File: src/rtl/sram_axi_bridge.sv
// Bridges the inst/data sram-like masters onto one single-beat AXI4 master (one read + one write in flight).
// Optional sticky bus_err output is enabled with `define SRAM_AXI_ERR_EN.
module sram_axi_bridge #(
  parameter logic [3:0] INST_ID = 4'd0,
  parameter logic [3:0] DATA_ID = 4'd1
) (
  input  logic        clk,
  input  logic        rst,
  input  logic        inst_req,
  input  logic        inst_wr,
  input  logic [1:0]  inst_size,
  input  logic [31:0] inst_addr,
  input  logic [31:0] inst_wdata,
  output logic [31:0] inst_rdata,
  output logic        inst_addr_ok,
  output logic        inst_data_ok,
  input  logic        data_req,
  input  logic        data_wr,
  input  logic [1:0]  data_size,
  input  logic [31:0] data_addr,
  input  logic [31:0] data_wdata,
  output logic [31:0] data_rdata,
  output logic        data_addr_ok,
  output logic        data_data_ok,
  output logic [3:0]  arid,
  output logic [31:0] araddr,
  output logic [7:0]  arlen,
  output logic [2:0]  arsize,
  output logic [1:0]  arburst,
  output logic        arvalid,
  input  logic        arready,
  input  logic [3:0]  rid,
  input  logic [31:0] rdata,
  input  logic [1:0]  rresp,
  input  logic        rlast,
  input  logic        rvalid,
  output logic        rready,
  output logic [3:0]  awid,
  output logic [31:0] awaddr,
  output logic [7:0]  awlen,
  output logic [2:0]  awsize,
  output logic [1:0]  awburst,
  output logic        awvalid,
  input  logic        awready,
  output logic [31:0] wdata,
  output logic [3:0]  wstrb,
  output logic        wlast,
  output logic        wvalid,
  input  logic        wready,
  input  logic [3:0]  bid,
  input  logic [1:0]  bresp,
  input  logic        bvalid,
`ifdef SRAM_AXI_ERR_EN
  output logic        bus_err,
`endif
  output logic        bready
);

  typedef enum logic [1:0] {R_IDLE, R_AR, R_R} r_state_t;
  typedef enum logic [1:0] {W_IDLE, W_AW, W_B} w_state_t;

  r_state_t r_state;
  w_state_t w_state;
  logic     aw_done;
  logic     w_done;
  logic     data_busy;

  logic w_busy;
  logic data_raw;
  logic inst_raw;
  logic data_rd_acc;
  logic data_wr_acc;
  logic inst_rd_acc;
  logic r_fire;
  logic b_fire;
  logic aw_fire;
  logic w_fire;
  logic aw_all;
  logic w_all;
  logic [3:0] strb_next;

  // A read must not overtake a pending write to the same word.
  assign w_busy   = (w_state != W_IDLE);
  assign data_raw = w_busy && (data_addr[31:2] == awaddr[31:2]);
  assign inst_raw = w_busy && (inst_addr[31:2] == awaddr[31:2]);

  assign data_rd_acc = !rst && data_req && !data_wr && !data_busy &&
                       (r_state == R_IDLE) && !data_raw;
  assign data_wr_acc = !rst && data_req && data_wr && !data_busy && (w_state == W_IDLE);
  assign inst_rd_acc = !rst && inst_req && (r_state == R_IDLE) && !inst_raw && !data_rd_acc;

  assign data_addr_ok = data_rd_acc || data_wr_acc;
  assign inst_addr_ok = inst_rd_acc;

  assign r_fire  = rvalid && rready;
  assign b_fire  = bvalid && bready;
  assign aw_fire = awvalid && awready;
  assign w_fire  = wvalid && wready;
  assign aw_all  = aw_done || aw_fire;
  assign w_all   = w_done || w_fire;

  assign inst_data_ok = !rst && r_fire && (rid == INST_ID);
  assign data_data_ok = !rst && ((r_fire && (rid == DATA_ID)) || b_fire);
  assign inst_rdata   = rdata;
  assign data_rdata   = rdata;

  assign arlen   = 8'd0;
  assign arburst = 2'b01;
  assign awlen   = 8'd0;
  assign awburst = 2'b01;
  assign awid    = DATA_ID;
  assign wlast   = 1'b1;

  always_comb begin
    strb_next = 4'b1111;
    case (data_size)
      2'd0:    strb_next = 4'b0001 << data_addr[1:0];
      2'd1:    strb_next = 4'b0011 << {data_addr[1], 1'b0};
      default: strb_next = 4'b1111;
    endcase
  end

  always_ff @(posedge clk) begin
    if (rst) begin
      r_state <= R_IDLE;
      arid    <= 4'd0;
      araddr  <= 32'd0;
      arsize  <= 3'd0;
      arvalid <= 1'b0;
      rready  <= 1'b0;
    end else begin
      case (r_state)
        R_IDLE: begin
          if (data_rd_acc) begin
            arid    <= DATA_ID;
            araddr  <= data_addr;
            arsize  <= {1'b0, data_size};
            arvalid <= 1'b1;
            r_state <= R_AR;
          end else if (inst_rd_acc) begin
            arid    <= INST_ID;
            araddr  <= inst_addr;
            arsize  <= {1'b0, inst_size};
            arvalid <= 1'b1;
            r_state <= R_AR;
          end
        end
        R_AR: begin
          if (arready) begin
            arvalid <= 1'b0;
            rready  <= 1'b1;
            r_state <= R_R;
          end
        end
        R_R: begin
          if (rvalid) begin
            rready  <= 1'b0;
            r_state <= R_IDLE;
          end
        end
        default: r_state <= R_IDLE;
      endcase
    end
  end

  always_ff @(posedge clk) begin
    if (rst) begin
      w_state <= W_IDLE;
      awaddr  <= 32'd0;
      awsize  <= 3'd0;
      wdata   <= 32'd0;
      wstrb   <= 4'd0;
      awvalid <= 1'b0;
      wvalid  <= 1'b0;
      bready  <= 1'b0;
      aw_done <= 1'b0;
      w_done  <= 1'b0;
    end else begin
      case (w_state)
        W_IDLE: begin
          if (data_wr_acc) begin
            awaddr  <= data_addr;
            awsize  <= {1'b0, data_size};
            wdata   <= data_wdata;
            wstrb   <= strb_next;
            awvalid <= 1'b1;
            wvalid  <= 1'b1;
            aw_done <= 1'b0;
            w_done  <= 1'b0;
            w_state <= W_AW;
          end
        end
        W_AW: begin
          // AW and W may complete in either order or together.
          if (aw_fire) begin
            awvalid <= 1'b0;
            aw_done <= 1'b1;
          end
          if (w_fire) begin
            wvalid <= 1'b0;
            w_done <= 1'b1;
          end
          if (aw_all && w_all) begin
            aw_done <= 1'b0;
            w_done  <= 1'b0;
            bready  <= 1'b1;
            w_state <= W_B;
          end
        end
        W_B: begin
          if (bvalid) begin
            bready  <= 1'b0;
            w_state <= W_IDLE;
          end
        end
        default: w_state <= W_IDLE;
      endcase
    end
  end

  always_ff @(posedge clk) begin
    if (rst) begin
      data_busy <= 1'b0;
    end else if (data_addr_ok) begin
      data_busy <= 1'b1;
    end else if (data_data_ok) begin
      data_busy <= 1'b0;
    end
  end

`ifdef SRAM_AXI_ERR_EN
  always_ff @(posedge clk) begin
    if (rst) begin
      bus_err <= 1'b0;
    end else if ((r_fire && (rresp != 2'b00)) || (b_fire && (bresp != 2'b00))) begin
      bus_err <= 1'b1;
    end
  end

  logic unused_sig;
  assign unused_sig = ^{inst_wr, inst_wdata, rlast, bid};
`else
  logic unused_sig;
  assign unused_sig = ^{inst_wr, inst_wdata, rlast, bid, rresp, bresp};
`endif

endmodule

File: config.mk
export PLATFORM = sky130hd
export DESIGN_NAME = sram_axi_bridge
export DESIGN_NICKNAME = d
export VERILOG_FILES = /design/src/rtl/sram_axi_bridge.sv
export SDC_FILE = /design/constraint.sdc
export NUM_CORES = 1
export LEC_CHECK = 0
export BUFFER_PORTS_ARGS = -buffer_cell sky130_fd_sc_hd__buf_4
export CAP_MARGIN = 20
export CORE_AREA = 8 8 147 149
export CTS_CLUSTER_DIAMETER = 30
export DETAILED_ROUTE_END_ITERATION = 12
export DIE_AREA = 0 0 155 157
export PLACE_DENSITY = 0.74
export SYNTH_ARGS = -nofsm -noshare
export SYNTH_HDL_FRONTEND = slang
export SYNTH_SLANG_ARGS = --single-unit
File: constraint.sdc
create_clock -name clk -period 3.7 [get_ports clk]
set_input_delay 0.555 -clock clk [delete_from_list [all_inputs] [get_ports clk]]
set_output_delay 0.555 -clock clk [all_outputs]
set_load 0.02 [all_outputs]
## Yosys cells after proc, flatten, opt, wreduce, memory -nomap -nowiden

Index checks and enable logic that the tools add are counted.

- Register bits after elaboration: 121
- Output and inout bits: 208
- Word-level logic and storage cells: 132
- Input port bits: 188

- Reduce and logical (&&, ||, !) cells: 55
- Muxes and demuxes: 40
- Equal/unequal tests: 18
- Shift operators: 2

Operators with widths:

| cell | count |
|---|---|
| $mux W32 | 2 |
| $eq A30 B30 Y1 | 2 |
| $reduce_and A3 Y1 | 9 |
| $logic_and A1 B1 Y1 | 23 |
| $mux W1 | 17 |
| $mux W2 | 7 |
| $ne A2 B2 Y1 const B | 7 |
| $pmux W1 S2 | 7 |
| $reduce_bool A2 Y1 | 7 |
| $pmux W2 S3 | 2 |
| $ne A3 B3 Y1 const B | 3 |
| $mux W4 | 2 |
| $pmux W4 S2 | 1 |
| $eq A2 B1 Y1 const B | 3 |
| $logic_not A1 Y1 | 6 |
| $logic_not A2 Y1 | 3 |
| $mux W3 | 2 |
| $eq A2 B2 Y1 const B | 2 |
| $eq A4 B1 Y1 const B | 1 |
| $logic_not A4 Y1 | 1 |
| $logic_or A1 B1 Y1 | 4 |
| $reduce_and A2 Y1 | 2 |
| $shl A1 B2 Y4 const A | 1 |
| $shl A2 B2 Y4 const A | 1 |

## Logic depth before layout (Yosys ltp)

- Depth in word-level cells: 11
- Gate-level depth with buffers: 9
- Depth with buffers taken out: 6

## Worst setup path before layout

Ideal clock, no wire load.

- Kind: input-to-output
- From: input data_addr[27]
- To: output inst_addr_ok
- Slack: 1.140 ns
- Path buffers: 1
- Arrival time: 2.005 ns
- Stages on the path: 6
- Data required time: 3.145 ns
- Cells stage by stage: xor2_1 nor4_1 nand4_1 o211ai_2 buf_2 nor2b_1

- Cells in the longest elaborated chain, start to end: 6

RTL lines:

| element | line | text |
|---|---|---|
| from (decl) | 20 | `input logic [31:0] data_addr,` |
| $eq A30 B30 Y1 | 84 | `assign data_raw = w_busy && (data_addr[31:2] == awaddr[31:2]);` |
| $logic_and A1 B1 Y1 | 84 |  |
| $logic_not A1 Y1 | 88 | `(r_state == R_IDLE) && !data_raw;` |
| $logic_and A1 B1 Y1 | 88 |  |
| $logic_not A1 Y1 | 90 | `assign inst_rd_acc = !rst && inst_req && (r_state == R_IDLE) && !inst_raw && !data_rd_acc;` |
| $logic_and A1 B1 Y1 | 90 |  |
| to (decl) | 15 | `output logic inst_addr_ok,` |

No other way between the ends.

## Worst setup path in the final report

- From: register awaddr[6]
- To: output inst_addr_ok

- Cells in the longest elaborated chain, start to end: 6
- Elaborated cells on any way between the ends: 10
- Classes of those cells: eq/ne (2); reduce/logical (8)

RTL lines:

| element | line | text |
|---|---|---|
| from (decl) | 39 | `output logic [31:0] awaddr,` |
| from (signal assigned) | 182 | `awaddr <= data_addr;` |
| $eq A30 B30 Y1 | 84 |  |
| $logic_and A1 B1 Y1 | 84 |  |
| $logic_not A1 Y1 | 88 |  |
| $logic_and A1 B1 Y1 | 88 |  |
| $logic_not A1 Y1 | 90 |  |
| $logic_and A1 B1 Y1 * | 90 |  |

Every way passes the cells marked *; elsewhere a longest branch is shown, timed or not.

==> results by stage <==
Worst setup path:
- The arrival time at the worst endpoint is 2460 ps.
- The slowest stage of the critical path is the sky130_fd_sc_hd__nor4_1 cell.
- The sort of element at the start of the critical path is a flip-flop.
- For flop-to-flop paths, the worst setup slack is 1080 ps.
- The capture point of the worst path is inst_addr_ok.
- The required arrival time at the worst endpoint is 3140 ps.
- The launch point of the worst path is awaddr[6]$_SDFFE_PP0P_.
- The biggest fanout along the worst timing path is 5.
- The sort of element at the end of the critical path is an output port.
- For this run, the slowest stage of the critical path takes 520 ps.
- The total buffers and inverters traversed by the critical path is 1.
- The critical path goes through xor2_1 -> nor4_1 -> nand4_1 -> o211ai_4 -> nor2b_1 -> buf_4.
- The worst register-to-register path ends at araddr[1]$_SDFFE_PP0P_.
- The number of cells on the worst reg-to-reg path is 7.
- The kind of cell adding the most delay to the critical path is simple AND/OR/NAND/NOR gates.
- By startpoint and endpoint, the worst setup path is classified as reg -> out.
- The count of cell instances traversed by the critical path is 6.
- The startpoint identified for the worst register-to-register timing path is awaddr[6]$_SDFFE_PP0P_.

Route:
- The wire length after detailed routing is 19.53 mm.
- The number of iterations in the first detailed-routing pass is 4.
- The detailed router placed 5,247 vias in this run.
- In the routed layout, each cell is associated on average with a via count of 4.591.
- The initial detailed-routing violation count is 208.
- The detail route stage leaves a number of antenna-violating nets equal to 0.
- The post-route DRC violation count is 0.
- In the final routed layout, each cell accounts on average for 17.08 um.

Power and ir drop:
- The worst-case IR drop observed on VDD is 284.5 uV.
- In this run the power density over the cells is 441.5 mW/mm2.
- The switching power is 1.015 mW.
- Combinational logic is responsible for 17.8% of the overall power.
- The total internal power is 2.524 mW.
- Sequential cells account for 38.9% of the total power.
- Of the total power, the share spent switching nets is 28.69%.
- The clock network burns 43.3% of the power.
- The static leakage is 3.683 nW.

GRT:
- The initial antenna violation count came to 0.
- The via count of the first global-routing pass was 5,212.
- Global routing consumed, over all layers together, 15.52% of the routing resources.
- The total global routing overflow is 0.
- The wire length of the first global-routing pass is 29.24 mm.
- Entering global routing, the biggest net connects 70 pins.

Final layout:
- Leaving out fill and tap cells, the most frequent cells in the layout are 235 x sky130_fd_sc_hd__buf_4, 136 x sky130_fd_sc_hd__nand2_1, 117 x sky130_fd_sc_hd__dfxtp_1.
- After the last flow step, the layout net total stands at 1,053.
- The number of diodes added for antenna fixing is 0.
- The final-layout fill cell count is 1,930.
- The library cell used most frequently in the layout, excluding fill and tap cells, is sky130_fd_sc_hd__buf_4.
- Of the cells placed in the final design, the portion with a size suffix greater than 1 is 35.31%.
- The finished layout holds 1,143 standard cells, fillers aside.
- The area overhead of the layout relative to synthesis is 31.02%.

Synthesis:
- sky130_fd_sc_hd__dfxtp_1 takes more of the synthesized area than any other cell.
- The cell area after synthesis is 0.006118 mm2.
- The post-synthesis sequential area ratio is 38.28%.
- The mean area per synthesized cell is 8.569 um2.
- Yosys mapped the design onto 36 distinct sky130hd cell types.
- Ranked by total cell area, the synthesized netlist is headed by sky130_fd_sc_hd__dfxtp_1 38%, sky130_fd_sc_hd__buf_4 12%, sky130_fd_sc_hd__xor2_1 8.6%, sky130_fd_sc_hd__nand2_1 8.4%, sky130_fd_sc_hd__a211oi_2 6.5%.
- The cell count after synthesis is 714.
- Synthesis inferred 117 register bits.
- The Yosys step of the flow raised 0 warnings.
- After synthesis, the share of flip-flops with an asynchronous set or reset is 0%.
- In this run, synthesis inferred 0 flip-flops with an integrated enable.
- The most frequently used flop master after synthesis is sky130_fd_sc_hd__dfxtp_1.
- The top cell type's share of synthesized area is 38.28%.

Clocking:
- After clock tree synthesis, the repair step resized 0 gates.
- The buffers inserted during post-CTS setup optimization is 0.
- Clock tree synthesis selected as its root buffer the cell sky130_fd_sc_hd__clkbuf_16.
- The clock net in this run drives a total of 117 sinks.
- The CTS tree is yes.
- For this design, the CTS-stage hold fixing added 0 buffers.
- Buffers inserted during clock tree synthesis total 17.
- Clock-pin slew was measured on the worst setup and hold paths at 50 ps.
- The H-tree was split into 4 levels.
- The clock latency of the later-clocked register in the worst-skew pair is 410 ps.
- Counting along the longest clock path gives a buffer depth of 2.

STA:
- Derived from the worst setup path, the maximum achievable clock frequency is 0.3321 GHz.
- Setup violations remaining at the end of the flow were counted as 0.
- Setup repair after global routing left no endpoint under its margin.
- The max-slew violation count is 0.
- The count of final hold-check violations came to 0.
- The clock period could shrink to 3012 ps.
- The relative slew slack is 42.76%.
- The clock tree skew after final layout is 12.15 ps.
- The setup total negative slack is 0 ps.
- The measured slew at the worst slew-check pin is 854.0 ps.
- Dividing the final minimum period by the clock period gives 81.39%.

Placed design:
- The placer's final routability congestion estimate is 0.7773.
- The final HPWL from detailed placement is 14.83 mm.
- The count of buffers added on input and output ports is 227.
- Counting tap cells, the placed design contains a total of 1,111 instances.

Die:
- The die footprint is 0.02434 mm2.
- The top-level I/O count is 396.
- The floorplan has 51 rows.
- The height of the die is 157 um.
- The width of the die is 155 um.
- The total area inside the core boundary comes to 0.01921 mm2.
- The initial cell density of the core is 31.85%.

Run:
- The tool flagged a number of max-cap violations equal to 0.

Outcome:
- The run finished with clean final reports.

Hold path:
- The min-delay analysis places its worst path in the category in -> reg.
==> cell families after synthesis <==
kind of cell	Yosys count	synth area share (%)
compound gates	129	15.21
other cells	2	0.1227
mux	35	5.726
xor+xnor	60	8.589
simple gates	231	16.46
flops	117	38.28
buf+inv	140	15.60
==> worst min path at each step <==
stage,end,depth (start not counted),slack (ps),startpoint
after floorplan,r_state[1]$_SDFFE_PP0P_,2,470,r_state[1]$_SDFFE_PP0P_
after CTS,araddr[28]$_SDFFE_PP0P_,2,350,rst
after global placement,wdata[15]$_SDFFE_PP0P_,2,440,wdata[15]$_SDFFE_PP0P_
after global routing,wdata[22]$_SDFFE_PP0P_,3,370,data_wdata[22]
after detailed placement,wdata[30]$_SDFFE_PP0P_,2,450,wdata[30]$_SDFFE_PP0P_
final,araddr[28]$_SDFFE_PP0P_,2,380,rst
==> area by class of cell <==
| class | instances | area, um2 | area share, % |
|---|---|---|---|
| tap | 265 | 331.6 | 4.136 |
| sequential | 117 | 2342 | 29.22 |
| multi-input combinational | 485 | 2952 | 36.82 |
| inverter | 6 | 22.52 | 0.2809 |
| timing repair buffer | 238 | 1824 | 22.76 |
| clock inverter | 12 | 107.6 | 1.342 |
| clock buffer | 20 | 436.7 | 5.447 |
==> metrics by stage <==
step / hold slack (ps) / area (um2) / util [%] / worst slack (ps) / power, mW
after floorplan: 473.6 / 6223 / - / 1140 / 1.866
after global placement: 441.6 / 7472 / 38.90 / 796.3 / 2.032
after detailed placement: 446.6 / 7472 / 38.90 / 722.8 / 2.042
after CTS: 350.3 / 8016 / 41.74 / 576.6 / 3.587
after global routing: 367.4 / 8016 / 41.74 / 475.8 / 3.690
final: 378.6 / 8016 / 41.74 / 688.5 / 3.539
==> Yosys cell counts (6+ instances only) <==
cell type and count:
sky130_fd_sc_hd__nor3_1 9, sky130_fd_sc_hd__nor4_1 11, sky130_fd_sc_hd__nand2_1 137, sky130_fd_sc_hd__mux2i_1 35, sky130_fd_sc_hd__clkbuf_1 24, sky130_fd_sc_hd__buf_4 95, sky130_fd_sc_hd__a21oi_1 77, sky130_fd_sc_hd__xor2_1 60
sky130_fd_sc_hd__nor2_1 52, sky130_fd_sc_hd__buf_2 7, sky130_fd_sc_hd__a211oi_2 32, sky130_fd_sc_hd__dfxtp_1 117, sky130_fd_sc_hd__inv_1 6
==> routing by layer <==
metal | wire length (um) | track usage, %
met1 | 8021 | 17.81
met2 | 9680 | 26.34
met3 | 1569 | 5.402
met4 | 254 | 5.506
met5 | 0 | 0
==> state kept, by name, summed over array words and instances (netlist names), 2 cells and up <==
signal and cells:
r_state 2, wdata 32, awaddr 32, araddr 32
wstrb 4, w_state 2, awsize 2, arsize 2
==> power by group through the flow <==
stage | combinational (mW) | sequential (mW) | clock [mW]
5_1_grt | 0.682 | 1.38 | 1.62
3_5_place_dp | 0.639 | 1.40 | 0
4_1_cts | 0.640 | 1.38 | 1.57
6_report | 0.632 | 1.38 | 1.53
3_3_place_gp | 0.633 | 1.40 | 0
2_1_floorplan | 0.394 | 1.47 | 0
No activity file was read; power rests on OpenSTA's default activity.
